===== config.mk =====
export PLATFORM = sky130hd
export DESIGN_NAME = pwm_fader
export DESIGN_NICKNAME = d
export VERILOG_FILES = /design/src/rtl/pwm_fader_pkg.sv /design/src/rtl/pwm_fader_chan.sv /design/src/rtl/pwm_fader.sv
export SDC_FILE = /design/constraint.sdc
export NUM_CORES = 1
export LEC_CHECK = 0
export CAP_MARGIN = 10
export CORE_MARGIN = 10
export CORE_UTILIZATION = 60
export DETAILED_ROUTE_END_ITERATION = 10
export PLACE_DENSITY = 0.8
export SETUP_SLACK_MARGIN = 0.15
export SLEW_MARGIN = 20
export SYNTH_ARGS = -nofsm -noshare
export SYNTH_HDL_FRONTEND = slang
export SYNTH_SLANG_ARGS = --single-unit

===== constraint.sdc =====
create_clock -name i_clk -period 4.57 [get_ports i_clk]
set_clock_uncertainty 0.2 [all_clocks]
set_input_delay 0.457 -clock i_clk [delete_from_list [all_inputs] [get_ports i_clk]]
set_output_delay 0.457 -clock i_clk [all_outputs]
set_load 0.01 [all_outputs]

===== src/rtl/pwm_fader_pkg.sv =====
// pwm_fader_pkg
//   Shared definitions for the LED PWM fader: parameter defaults, the legal
//   range of each parameter, and the helper that sizes the channel-index port.
package pwm_fader_pkg;

  localparam int NCH_DEFAULT      = 4;
  localparam int PW_DEFAULT       = 8;
  localparam int FADE_DIV_DEFAULT = 4096;

  localparam int NCH_MIN      = 1;
  localparam int NCH_MAX      = 16;
  localparam int PW_MIN       = 4;
  localparam int PW_MAX       = 16;
  localparam int FADE_DIV_MIN = 2;

  // Channel-index width: clog2(nch), but never narrower than one bit so a
  // single-channel build still has a real port.
  function automatic int chan_width(input int nch);
    return (nch <= 2) ? 1 : $clog2(nch);
  endfunction

endpackage


===== src/rtl/pwm_fader_chan.sv =====
// pwm_fader_chan
//   One LED channel: holds target/current/duty levels, steps the current level
//   toward the target on fade ticks, and compares duty against the shared PWM
//   counter to produce a registered LED drive.
// Ports:
//   i_clk, i_reset_n  clock, asynchronous active-low reset
//   i_wr_en           accepted write addressed to this channel
//   i_wr_level        new target level
//   i_wr_instant      1 = current level jumps to the target as well
//   i_tick            single-cycle fade step strobe
//   i_period_end      high while the shared PWM counter is at its last value
//   i_pwm_cnt         shared PWM counter
//   o_led             registered PWM output
//   o_busy            current level differs from target
module pwm_fader_chan
  import pwm_fader_pkg::*;
#(
  parameter int PW = PW_DEFAULT
) (
  input  logic          i_clk,
  input  logic          i_reset_n,
  input  logic          i_wr_en,
  input  logic [PW-1:0] i_wr_level,
  input  logic          i_wr_instant,
  input  logic          i_tick,
  input  logic          i_period_end,
  input  logic [PW-1:0] i_pwm_cnt,
  output logic          o_led,
  output logic          o_busy
);

  logic [PW-1:0] target_reg, target_next;
  logic [PW-1:0] cur_reg, cur_next;
  logic [PW-1:0] duty_reg, duty_next;
  logic          led_reg, led_next;

  always_comb begin
    target_next = target_reg;
    cur_next    = cur_reg;
    duty_next   = duty_reg;

    // A write in the same cycle as a tick takes priority; the channel simply
    // misses that step rather than stepping from a stale level.
    if (i_wr_en) begin
      target_next = i_wr_level;
      if (i_wr_instant) begin
        cur_next = i_wr_level;
      end
    end else if (i_tick && (cur_reg != target_reg)) begin
      if (cur_reg < target_reg) begin
        cur_next = cur_reg + PW'(1);
      end else begin
        cur_next = cur_reg - PW'(1);
      end
    end

    // Duty only reloads on the last count of a period, so a level change can
    // never shorten or stretch a pulse already in progress.
    if (i_period_end) begin
      duty_next = cur_reg;
    end

    led_next = (i_pwm_cnt < duty_reg);
  end

  always_ff @(posedge i_clk or negedge i_reset_n) begin
    if (!i_reset_n) begin
      target_reg <= '0;
      cur_reg    <= '0;
      duty_reg   <= '0;
      led_reg    <= 1'b0;
    end else begin
      target_reg <= target_next;
      cur_reg    <= cur_next;
      duty_reg   <= duty_next;
      led_reg    <= led_next;
    end
  end

  assign o_led  = led_reg;
  assign o_busy = (cur_reg != target_reg);

endmodule


===== src/rtl/pwm_fader.sv =====
// pwm_fader
//   Multi-channel LED fader. Owns the shared PWM counter, the fade-tick
//   prescaler and the write decode; each channel is a pwm_fader_chan.
// Ports:
//   i_clk, i_reset_n  clock, asynchronous active-low reset
//   i_wr_valid        write request
//   o_wr_ready        write accept (high whenever out of reset)
//   i_wr_chan         target channel; indices >= NCH are ignored
//   i_wr_level        target brightness
//   i_wr_instant      1 = jump immediately, 0 = fade one step per tick
//   o_led[NCH]        per-channel PWM output
//   o_busy[NCH]       per-channel fade-in-progress flag
module pwm_fader
  import pwm_fader_pkg::*;
#(
  parameter int NCH      = NCH_DEFAULT,
  parameter int PW       = PW_DEFAULT,
  parameter int FADE_DIV = FADE_DIV_DEFAULT
) (
  input  logic                       i_clk,
  input  logic                       i_reset_n,
  input  logic                       i_wr_valid,
  output logic                       o_wr_ready,
  input  logic [chan_width(NCH)-1:0] i_wr_chan,
  input  logic [PW-1:0]              i_wr_level,
  input  logic                       i_wr_instant,
  output logic [NCH-1:0]             o_led,
  output logic [NCH-1:0]             o_busy
);

  localparam int            DW       = $clog2(FADE_DIV);
  localparam logic [DW-1:0] DIV_LAST = DW'(FADE_DIV - 1);
  localparam logic [PW-1:0] PWM_LAST = '1;

  if (NCH < NCH_MIN || NCH > NCH_MAX) begin : g_bad_nch
    $fatal(1, "pwm_fader: NCH=%0d outside %0d..%0d", NCH, NCH_MIN, NCH_MAX);
  end
  if (PW < PW_MIN || PW > PW_MAX) begin : g_bad_pw
    $fatal(1, "pwm_fader: PW=%0d outside %0d..%0d", PW, PW_MIN, PW_MAX);
  end
  if (FADE_DIV < FADE_DIV_MIN) begin : g_bad_div
    $fatal(1, "pwm_fader: FADE_DIV=%0d below %0d", FADE_DIV, FADE_DIV_MIN);
  end

  logic [PW-1:0] pwm_cnt_reg, pwm_cnt_next;
  logic [DW-1:0] presc_reg, presc_next;
  logic          tick;
  logic          period_end;
  logic          wr_accept;
  logic          wr_in_range;
  logic [NCH-1:0] wr_en;

  assign tick       = (presc_reg == DIV_LAST);
  assign period_end = (pwm_cnt_reg == PWM_LAST);

  always_comb begin
    pwm_cnt_next = pwm_cnt_reg + PW'(1);
    presc_next   = tick ? '0 : presc_reg + DW'(1);
  end

  always_ff @(posedge i_clk or negedge i_reset_n) begin
    if (!i_reset_n) begin
      pwm_cnt_reg <= '0;
      presc_reg   <= '0;
    end else begin
      pwm_cnt_reg <= pwm_cnt_next;
      presc_reg   <= presc_next;
    end
  end

  // Ready tracks reset directly so it drops the instant reset asserts.
  assign o_wr_ready  = i_reset_n;
  assign wr_accept   = i_wr_valid & o_wr_ready;
  // When NCH is not a power of two the index port can name channels that do
  // not exist; those writes fall through with no effect.
  assign wr_in_range = (int'(i_wr_chan) < NCH);

  for (genvar gi = 0; gi < NCH; gi++) begin : g_chan
    assign wr_en[gi] = wr_accept && wr_in_range && (int'(i_wr_chan) == gi);

    pwm_fader_chan #(
      .PW (PW)
    ) u_chan (
      .i_clk        (i_clk),
      .i_reset_n    (i_reset_n),
      .i_wr_en      (wr_en[gi]),
      .i_wr_level   (i_wr_level),
      .i_wr_instant (i_wr_instant),
      .i_tick       (tick),
      .i_period_end (period_end),
      .i_pwm_cnt    (pwm_cnt_reg),
      .o_led        (o_led[gi]),
      .o_busy       (o_busy[gi])
    );
  end

endmodule


==> flow_results.xml, run 1 <==
<?xml version="1.0" encoding="UTF-8"?>
<metrics>
  <group name="routing">
    <metric name="vias" unit="">5996</metric>
    <metric name="antenna_violating_nets_post_route" unit="">0</metric>
    <metric name="viasPerCell" unit="">6.07</metric>
    <metric name="route.detailed.wl_per_inst" unit="um">17.8</metric>
    <metric name="remaining_drc_errors" unit="">0</metric>
    <metric name="drt_first_pass_iters" unit="">6</metric>
    <metric name="drt_wl_total" unit="um">17600</metric>
    <metric name="drtIter0Drc" unit="">478</metric>
  </group>
  <group name="synthesis">
    <metric name="postSynth.asyncResetShare" unit="">1.00</metric>
    <metric name="yosys_warnings" unit="">0</metric>
    <metric name="syn_nets" unit="">900</metric>
    <metric name="synth.distinct_cells" unit="">55</metric>
    <metric name="synth_edf_count" unit="">0</metric>
    <metric name="synthCells" unit="">792</metric>
    <metric name="synth.yosys.seq_area_share" unit="">0.403</metric>
    <metric name="top_flip_flop_cell_by_instance_count_after_synthesis" unit="">sky130_fd_sc_hd__dfrtp_1</metric>
    <metric name="synthesis.area" unit="sq um">7460</metric>
    <metric name="ys_ff_latch" unit="">120</metric>
    <metric name="mean_area_per_synthesized_cell" unit="sq um">9.41</metric>
  </group>
  <group name="die">
    <metric name="floorplan.die.width" unit="um">131</metric>
    <metric name="die_y" unit="um">131</metric>
    <metric name="fp.coreArea" unit="sq um">12100</metric>
    <metric name="floorplan.io_pins" unit="">23</metric>
    <metric name="rows" unit="">40</metric>
    <metric name="start_util" unit="">0.616</metric>
    <metric name="die_outline_area" unit="sq um">17300</metric>
  </group>
  <group name="power_and_ir_drop">
    <metric name="cellPowerDensity" unit="nW/um^2">606</metric>
    <metric name="power.sequential.fraction" unit="">0.289</metric>
    <metric name="reported_leakage_power" unit="nW">3.79</metric>
    <metric name="swShare" unit="">0.387</metric>
    <metric name="post-layout-total-power" unit="mW">5.04</metric>
    <metric name="power.combinational.fraction" unit="">0.450</metric>
    <metric name="clockPowerShare" unit="">0.260</metric>
    <metric name="max-vdd-ir-drop" unit="mV">0.472</metric>
    <metric name="power_report.internal_total" unit="mW">3.09</metric>
    <metric name="p_sw" unit="mW">1.95</metric>
  </group>
  <group name="sta">
    <metric name="clock.fmax" unit="MHz">275</metric>
    <metric name="setup_total_negative_slack" unit="ns">0</metric>
    <metric name="period_minus_slack" unit="ns">3.64</metric>
    <metric name="finalHoldViolations" unit="">0</metric>
    <metric name="post-route-worst-setup-slack" unit="ns">0.928</metric>
    <metric name="hold-worst-slack" unit="ns">0.253</metric>
    <metric name="worst_pin_slew" unit="ns">0.978</metric>
    <metric name="period_share" unit="">0.797</metric>
    <metric name="finalSetupViolations" unit="">0</metric>
    <metric name="rsz0062_at_grt" unit="">no</metric>
    <metric name="timing.max_slew.rel_slack" unit="">0.348</metric>
    <metric name="slew_violations" unit="">0</metric>
  </group>
  <group name="place">
    <metric name="port-buffer-count" unit="">22</metric>
    <metric name="pre_cts_ws" unit="ns">1.00</metric>
    <metric name="dp_cells" unit="">955</metric>
    <metric name="dp_hpwl" unit="um">12200</metric>
    <metric name="placer_congestion_estimate" unit="">0.915</metric>
  </group>
  <group name="run">
    <metric name="drv.max_cap_violation_count" unit="">0</metric>
  </group>
  <group name="worst_setup_path">
    <metric name="critical-path-slowest-cell" unit="">sky130_fd_sc_hd__or3_1</metric>
    <metric name="worstReg2RegStart" unit="">g_chan[3].u_chan.cur_reg[1]</metric>
    <metric name="cpLargestDelayFamily" unit="">simple AND/OR/NAND/NOR gates</metric>
    <metric name="critPathLaunchType" unit="">flip-flop</metric>
    <metric name="reg2reg_setup_slack" unit="ns">0.93</metric>
    <metric name="crit_end" unit="">g_chan[3].u_chan.cur_reg[7]</metric>
    <metric name="maximum_net_fanout_on_the_critical_path" unit="">8</metric>
    <metric name="crit_start" unit="">g_chan[3].u_chan.cur_reg[1]</metric>
    <metric name="required_time_at_the_endpoint_of_the_critical_path" unit="ns">4.70</metric>
    <metric name="crit_chain" unit="">ha_1 &gt; nor2b_1 &gt; o211ai_1 &gt; a21oi_1 &gt; or3_1 &gt; ha_1 &gt; nand3_1 &gt; o211ai_1 &gt; o41ai_1 &gt; or4_1 &gt; nand3_1 &gt; nor3b_1</metric>
    <metric name="critical_path_cell_count" unit="">12</metric>
    <metric name="critical_path_class" unit="">flip-flop to flip-flop</metric>
    <metric name="worstPathArrival" unit="ns">3.77</metric>
    <metric name="critPathMaxStageDelay" unit="ns">0.52</metric>
    <metric name="critPathCaptureType" unit="">flip-flop</metric>
    <metric name="timing.rr.end" unit="">g_chan[3].u_chan.cur_reg[7]</metric>
    <metric name="worst-r2r-cell-count" unit="">12</metric>
    <metric name="cp.buffers_inverters" unit="">0</metric>
  </group>
  <group name="cells_and_area">
    <metric name="antenna_diodes" unit="">0</metric>
    <metric name="layout_cell_share_with_drive_strength_beyond_1" unit="">0.0708</metric>
    <metric name="area_growth_syn_to_fin" unit="%">11.5</metric>
    <metric name="final_cell_mix" unit="">sky130_fd_sc_hd__dfrtp_1, sky130_fd_sc_hd__nand2_1, sky130_fd_sc_hd__ha_1</metric>
    <metric name="most_common_cell_after_layout_fill_and_taps_aside" unit="">sky130_fd_sc_hd__dfrtp_1</metric>
    <metric name="final_net_count" unit="">915</metric>
    <metric name="final.fill_count" unit="">913</metric>
    <metric name="layout.cells.non_filler" unit="">987</metric>
  </group>
  <group name="clocking">
    <metric name="worst_skew_pair.late_latency" unit="ns">0.42</metric>
    <metric name="cts_tree" unit="">yes</metric>
    <metric name="cts_num_sinks" unit="">120</metric>
    <metric name="postCtsResizedCells" unit="">0</metric>
    <metric name="cts_buffer_depth" unit="">2</metric>
    <metric name="cts.htree.levels" unit="">4</metric>
    <metric name="clk_transition_reported_paths" unit="ns">0.06</metric>
    <metric name="cts_made_buffers" unit="">17</metric>
    <metric name="clock_tree.root_cell" unit="">sky130_fd_sc_hd__clkbuf_16</metric>
  </group>
  <group name="min_path">
    <metric name="hp-class" unit="">input pin to async pin</metric>
  </group>
  <group name="outcome">
    <metric name="outcome" unit="">complete, no violations</metric>
  </group>
  <group name="grt">
    <metric name="grt_overflow" unit="">0</metric>
    <metric name="maximum_number_of_pins_on_one_net_before_global_route_repair" unit="">62</metric>
    <metric name="grt_antenna_before_repair" unit="">0</metric>
    <metric name="grt_pass1_vias" unit="">6161</metric>
    <metric name="wire_length_of_the_first_global_routing_pass" unit="um">29500</metric>
    <metric name="global_route_total_usage_across_every_layer" unit="">0.206</metric>
  </group>
</metrics>
-- area by class of cell --
class	count	area [sq um]	area share
tap	168	210	0.0253
sequential	120	3000	0.361
inverter	74	278	0.0334
timing repair buffer	26	250	0.0301
clock buffer	22	484	0.0582
multi-input combinational	568	3990	0.480
clock inverter	9	97.6	0.0117
-- worst register-to-register path: cells and delay by family (launching register included) --
family,cells,cell delay [ns]
AO/OA/AOI/OAI,4,0.69
adder cells (fa/ha/maj),2,0.77
flip-flops,1,0.44
AND/OR/NAND/NOR,6,1.45
-- timing repair --
item                                   in CTS  in global routing
endpoints found under the hold margin       9                  0
setup buffers                               0                  0
hold buffers                                1                  0
-- worst min path at each step --
stage | endpoint | slack, ns
after floorplan | g_chan[0].u_chan.cur_reg[0] | -0.04
after global placement | g_chan[3].u_chan.duty_reg[0] | 0.13
after detailed placement | g_chan[3].u_chan.duty_reg[0] | 0.13
after CTS | g_chan[3].u_chan.duty_reg[0] | 0.26
after global routing | g_chan[3].u_chan.cur_reg[0] | 0.26
final | g_chan[3].u_chan.duty_reg[0] | 0.25
-- routing by layer --
metal	part of all wire	global-route usage	up-vias
met2	0.49	0.346	217
met3	0.059	0.0454	38
met1	0.42	0.247	2917
met4	0.030	0.0927	0
li1	-	-	2824
met5	0	0	-
-- per-stage QoR --
| step | instance area [sq um] | util |
|---|---|---|
| CTS | 8310 | 0.686 |
| global placement | 7720 | 0.638 |
| finish | 8310 | 0.686 |
| global route | 8310 | 0.686 |
| floorplan | 7460 | - |
| detailed placement | 7720 | 0.638 |
-- power by group through the flow --
stage / clock (mW) / combinational (mW) / sequential, mW
floorplan: 0 / 1.75 / 1.40
global placement: 0 / 2.03 / 1.46
CTS: 1.32 / 2.24 / 1.45
detailed placement: 0 / 2.19 / 1.47
global route: 1.37 / 2.56 / 1.48
finish: 1.31 / 2.27 / 1.46
-- cell usage after synthesis, types with 2 or more instances --
| library cell | instances | share of area |
|---|---|---|
| sky130_fd_sc_hd__a21boi_0 | 2 | 0.0020 |
| sky130_fd_sc_hd__clkbuf_1 | 11 | 0.0055 |
| sky130_fd_sc_hd__nand2_1 | 96 | 0.048 |
| sky130_fd_sc_hd__mux2i_1 | 2 | 0.0027 |
| sky130_fd_sc_hd__o21bai_1 | 7 | 0.0070 |
| sky130_fd_sc_hd__xor2_1 | 16 | 0.019 |
| sky130_fd_sc_hd__ha_1 | 90 | 0.15 |
| sky130_fd_sc_hd__inv_1 | 74 | 0.037 |
| sky130_fd_sc_hd__a41oi_1 | 3 | 0.0035 |
| sky130_fd_sc_hd__a31oi_1 | 29 | 0.024 |
| sky130_fd_sc_hd__nor2b_1 | 4 | 0.0034 |
| sky130_fd_sc_hd__or4b_1 | 3 | 0.0040 |
| sky130_fd_sc_hd__nor3_1 | 6 | 0.0040 |
| sky130_fd_sc_hd__dfrtp_1 | 120 | 0.40 |
| sky130_fd_sc_hd__o31ai_1 | 2 | 0.0020 |
| sky130_fd_sc_hd__xnor2_1 | 11 | 0.013 |
| sky130_fd_sc_hd__a21o_1 | 22 | 0.022 |
| sky130_fd_sc_hd__o21ai_0 | 77 | 0.052 |
| sky130_fd_sc_hd__nor2_1 | 44 | 0.022 |
| sky130_fd_sc_hd__buf_6 | 4 | 0.0060 |
| sky130_fd_sc_hd__nand4_1 | 10 | 0.0084 |
| sky130_fd_sc_hd__a21oi_1 | 23 | 0.015 |
| sky130_fd_sc_hd__nand3_1 | 32 | 0.021 |
| sky130_fd_sc_hd__o41ai_1 | 6 | 0.0070 |
| sky130_fd_sc_hd__buf_4 | 10 | 0.010 |
| sky130_fd_sc_hd__buf_2 | 5 | 0.0034 |
| sky130_fd_sc_hd__nand3b_1 | 3 | 0.0030 |
| sky130_fd_sc_hd__a211oi_1 | 4 | 0.0040 |
| sky130_fd_sc_hd__mux2_2 | 7 | 0.011 |
| sky130_fd_sc_hd__and2_1 | 5 | 0.0042 |
| sky130_fd_sc_hd__o211ai_1 | 10 | 0.010 |
| sky130_fd_sc_hd__fa_1 | 4 | 0.011 |
| sky130_fd_sc_hd__o31ai_4 | 3 | 0.0086 |
| sky130_fd_sc_hd__nand2b_1 | 4 | 0.0034 |
| sky130_fd_sc_hd__or3_1 | 11 | 0.0092 |
| sky130_fd_sc_hd__and3_1 | 7 | 0.0059 |
| sky130_fd_sc_hd__or2_2 | 3 | 0.0025 |
| sky130_fd_sc_hd__nand4b_1 | 5 | 0.0059 |
-- logic make-up (layout without fill, tap and decap cells) --
family,Yosys count,after routing,share of synthesized area
simple gates,245,245,0.163
fa+ha+maj,94,94,0.162
compound gates,192,192,0.163
buf+inv,104,131,0.0623
flops,120,120,0.403
xor+xnor,27,27,0.0317
mux,10,10,0.0148
(Power assumes the default switching activity.)
==> run 2: changes to the inputs <==
- CORE_UTILIZATION: 60 -> 56
- PLACE_DENSITY: 0.8 -> 0.79
- clock period: 4.57 -> 3 ns (I/O delays scaled with it)
==> run 2 against run 1 <==
Net effect:
- count of clock-buffer cells in the layout up 1
- combinational power rose to 2.7 times the previous value
- critical path depth up 2
- critical path type unchanged
- largest cell class unchanged
- routed wire length up 18%
- die area up 6.0%
- the run now ends with negative setup slack left
- register-to-register slack worse by 1.2 ns
- hold slack worse by 0.16 ns
- maximum frequency up 12%
- sequential share of layout area down 5.3 points
==> flow_results.xml, run 2 (synthesis gave the netlist of run 1 again) <==
<?xml version="1.0" encoding="UTF-8"?>
<metrics>
  <group name="outcome">
    <metric name="outcome" unit="">finished, violations left</metric>
    <metric name="failed_checks" unit="">negative setup slack</metric>
  </group>
  <group name="cells_and_area">
    <metric name="layout.cells.non_filler" unit="">1104</metric>
    <metric name="final_net_count" unit="">1024</metric>
    <metric name="final_cell_mix" unit="">sky130_fd_sc_hd__dfrtp_1, sky130_fd_sc_hd__buf_4, sky130_fd_sc_hd__nand2_1</metric>
    <metric name="antenna_diodes" unit="">0</metric>
    <metric name="layout_cell_share_with_drive_strength_beyond_1" unit="">0.267</metric>
    <metric name="most_common_cell_after_layout_fill_and_taps_aside" unit="">sky130_fd_sc_hd__dfrtp_1</metric>
    <metric name="final.fill_count" unit="">847</metric>
    <metric name="area_growth_syn_to_fin" unit="%">31.0</metric>
  </group>
  <group name="min_path">
    <metric name="hp-class" unit="">input pin to async pin</metric>
  </group>
  <group name="worst_setup_path">
    <metric name="crit_start" unit="">g_chan[3].u_chan.target_reg[1]</metric>
    <metric name="critPathCaptureType" unit="">flip-flop</metric>
    <metric name="reg2reg_setup_slack" unit="ns">-0.26</metric>
    <metric name="required_time_at_the_endpoint_of_the_critical_path" unit="ns">3.11</metric>
    <metric name="critical_path_class" unit="">flip-flop to flip-flop</metric>
    <metric name="critPathMaxStageDelay" unit="ns">0.48</metric>
    <metric name="crit_chain" unit="">inv_2 &gt; ha_4 &gt; nor2b_4 &gt; o211ai_1 &gt; a21oi_2 &gt; or3_4 &gt; buf_6 &gt; ha_1 &gt; nor3_1 &gt; nor2_1 &gt; o41ai_1 &gt; or4_1 &gt; a21oi_2 &gt; nor3b_2</metric>
    <metric name="critical-path-slowest-cell" unit="">sky130_fd_sc_hd__or3_4</metric>
    <metric name="cp.buffers_inverters" unit="">2</metric>
    <metric name="worstReg2RegStart" unit="">g_chan[3].u_chan.target_reg[1]</metric>
    <metric name="worst-r2r-cell-count" unit="">14</metric>
    <metric name="timing.critical_path.mode_cell" unit="">sky130_fd_sc_hd__a21oi_2</metric>
    <metric name="critPathLaunchType" unit="">flip-flop</metric>
    <metric name="worstPathArrival" unit="ns">3.37</metric>
    <metric name="maximum_net_fanout_on_the_critical_path" unit="">6</metric>
    <metric name="cpLargestDelayFamily" unit="">simple AND/OR/NAND/NOR gates</metric>
    <metric name="critical_path_cell_count" unit="">14</metric>
    <metric name="crit_end" unit="">g_chan[3].u_chan.cur_reg[7]</metric>
    <metric name="timing.rr.end" unit="">g_chan[3].u_chan.cur_reg[7]</metric>
  </group>
  <group name="routing">
    <metric name="route.detailed.wl_per_inst" unit="um">18.7</metric>
    <metric name="antenna_violating_nets_post_route" unit="">0</metric>
    <metric name="drt_first_pass_iters" unit="">5</metric>
    <metric name="remaining_drc_errors" unit="">0</metric>
    <metric name="drtIter0Drc" unit="">603</metric>
    <metric name="drt_wl_total" unit="um">20700</metric>
    <metric name="vias" unit="">6509</metric>
    <metric name="viasPerCell" unit="">5.90</metric>
  </group>
  <group name="power_and_ir_drop">
    <metric name="max-vdd-ir-drop" unit="mV">0.728</metric>
    <metric name="clockPowerShare" unit="">0.204</metric>
    <metric name="reported_leakage_power" unit="nW">4.41</metric>
    <metric name="cellPowerDensity" unit="nW/um^2">1060</metric>
    <metric name="swShare" unit="">0.375</metric>
    <metric name="power.sequential.fraction" unit="">0.201</metric>
    <metric name="power_report.internal_total" unit="mW">6.45</metric>
    <metric name="power.combinational.fraction" unit="">0.596</metric>
    <metric name="p_sw" unit="mW">3.87</metric>
  </group>
  <group name="place">
    <metric name="dp_hpwl" unit="um">13400</metric>
    <metric name="port-buffer-count" unit="">22</metric>
    <metric name="placer_congestion_estimate" unit="">0.841</metric>
    <metric name="dp_cells" unit="">1043</metric>
  </group>
  <group name="sta">
    <metric name="clock.fmax" unit="MHz">307</metric>
    <metric name="hold-worst-slack" unit="ns">0.0944</metric>
    <metric name="post-route-worst-setup-slack" unit="ns">-0.255</metric>
    <metric name="timing.max_slew.rel_slack" unit="">0.501</metric>
    <metric name="period_share" unit="">1.09</metric>
    <metric name="worst_pin_slew" unit="ns">0.749</metric>
    <metric name="finalHoldViolations" unit="">0</metric>
    <metric name="period_minus_slack" unit="ns">3.26</metric>
    <metric name="rsz0062_at_grt" unit="">yes</metric>
    <metric name="finalSetupViolations" unit="">9</metric>
    <metric name="slew_violations" unit="">0</metric>
  </group>
  <group name="clocking">
    <metric name="clock_tree.root_cell" unit="">sky130_fd_sc_hd__clkbuf_16</metric>
    <metric name="cts_tree" unit="">yes</metric>
    <metric name="cts.htree.levels" unit="">4</metric>
    <metric name="cts_num_sinks" unit="">120</metric>
    <metric name="clk_transition_reported_paths" unit="ns">0.05</metric>
    <metric name="worst_skew_pair.late_latency" unit="ns">0.43</metric>
    <metric name="cts_made_buffers" unit="">17</metric>
    <metric name="cts_buffer_depth" unit="">2</metric>
  </group>
  <group name="grt">
    <metric name="global_route_total_usage_across_every_layer" unit="">0.224</metric>
    <metric name="grt_pass1_vias" unit="">6777</metric>
    <metric name="grt_overflow" unit="">0</metric>
    <metric name="wire_length_of_the_first_global_routing_pass" unit="um">32800</metric>
    <metric name="maximum_number_of_pins_on_one_net_before_global_route_repair" unit="">60</metric>
    <metric name="grt_antenna_before_repair" unit="">0</metric>
  </group>
  <group name="die">
    <metric name="rows" unit="">42</metric>
    <metric name="fp.coreArea" unit="sq um">13100</metric>
    <metric name="start_util" unit="">0.568</metric>
    <metric name="die_y" unit="um">135</metric>
    <metric name="floorplan.io_pins" unit="">23</metric>
    <metric name="floorplan.die.width" unit="um">135</metric>
    <metric name="die_outline_area" unit="sq um">18300</metric>
  </group>
  <group name="run">
    <metric name="drv.max_cap_violation_count" unit="">0</metric>
  </group>
</metrics>
run 2: final cells by class:
cell class | count | area, sq um | area share
Sequential cell | 120 | 3010 | 0.308
Clock buffer | 23 | 488 | 0.0499
Timing Repair Buffer | 135 | 1110 | 0.113
Multi-Input combinational cell | 568 | 4550 | 0.466
Tap cell | 176 | 220 | 0.0225
Inverter | 74 | 278 | 0.0284
Clock inverter | 8 | 119 | 0.0122
run 2: worst min-delay path by stage:
stage,slack (ns),end,cells after the start,startpoint
2_1_floorplan,-0.20,g_chan[0].u_chan.cur_reg[0],0,i_reset_n
3_3_place_gp,-0.04,g_chan[3].u_chan.cur_reg[0],1,i_reset_n
3_5_place_dp,-0.04,g_chan[3].u_chan.cur_reg[0],1,i_reset_n
4_1_cts,0.09,g_chan[3].u_chan.target_reg[2],2,i_reset_n
5_1_grt,0.12,g_chan[3].u_chan.cur_reg[0],2,i_reset_n
6_report,0.09,g_chan[3].u_chan.cur_reg[0],2,i_reset_n
run 2: layer usage:
layer / global-route usage / share of wire / vias to the layer above
met5: 0 / 0 / -
met4: 0.123 / 0.047 / 0
met3: 0.0519 / 0.051 / 86
met2: 0.370 / 0.49 / 210
met1: 0.264 / 0.42 / 3183
li1: - / - / 3030
run 2: power groups by stage:
stage	Clock, mW	Combinational [mW]	Sequential (mW)
2_1_floorplan	0	3.09	2.20
3_3_place_gp	0	4.54	2.06
3_5_place_dp	0	4.83	2.08
4_1_cts	2.12	5.49	2.07
5_1_grt	2.19	6.64	2.10
6_report	2.10	6.14	2.07
run 2: through the flow:
stage | util | setup TNS [ns] | cell area, sq um | power [mW] | setup slack (ns)
after floorplan | - | -0.285 | 7780 | 5.28 | -0.133
after global placement | 0.659 | -0.745 | 8650 | 6.60 | -0.166
final | 0.744 | -1.40 | 9770 | 10.3 | -0.255
after global routing | 0.744 | -2.59 | 9770 | 10.9 | -0.404
after CTS | 0.729 | -0.762 | 9580 | 9.68 | -0.196
after detailed placement | 0.659 | -1.82 | 8650 | 6.91 | -0.295
run 2: what timing repair did:
action / 4_1_cts / 5_1_grt
gates resized for setup: 38 / 32
gates cloned: 0 / 0
hold endpoints to repair: 6 / 0
setup endpoints to repair: 20 / 22
hold buffers: 1 / 0
pin swaps: 41 / 46
buffers inserted: 19 / 10
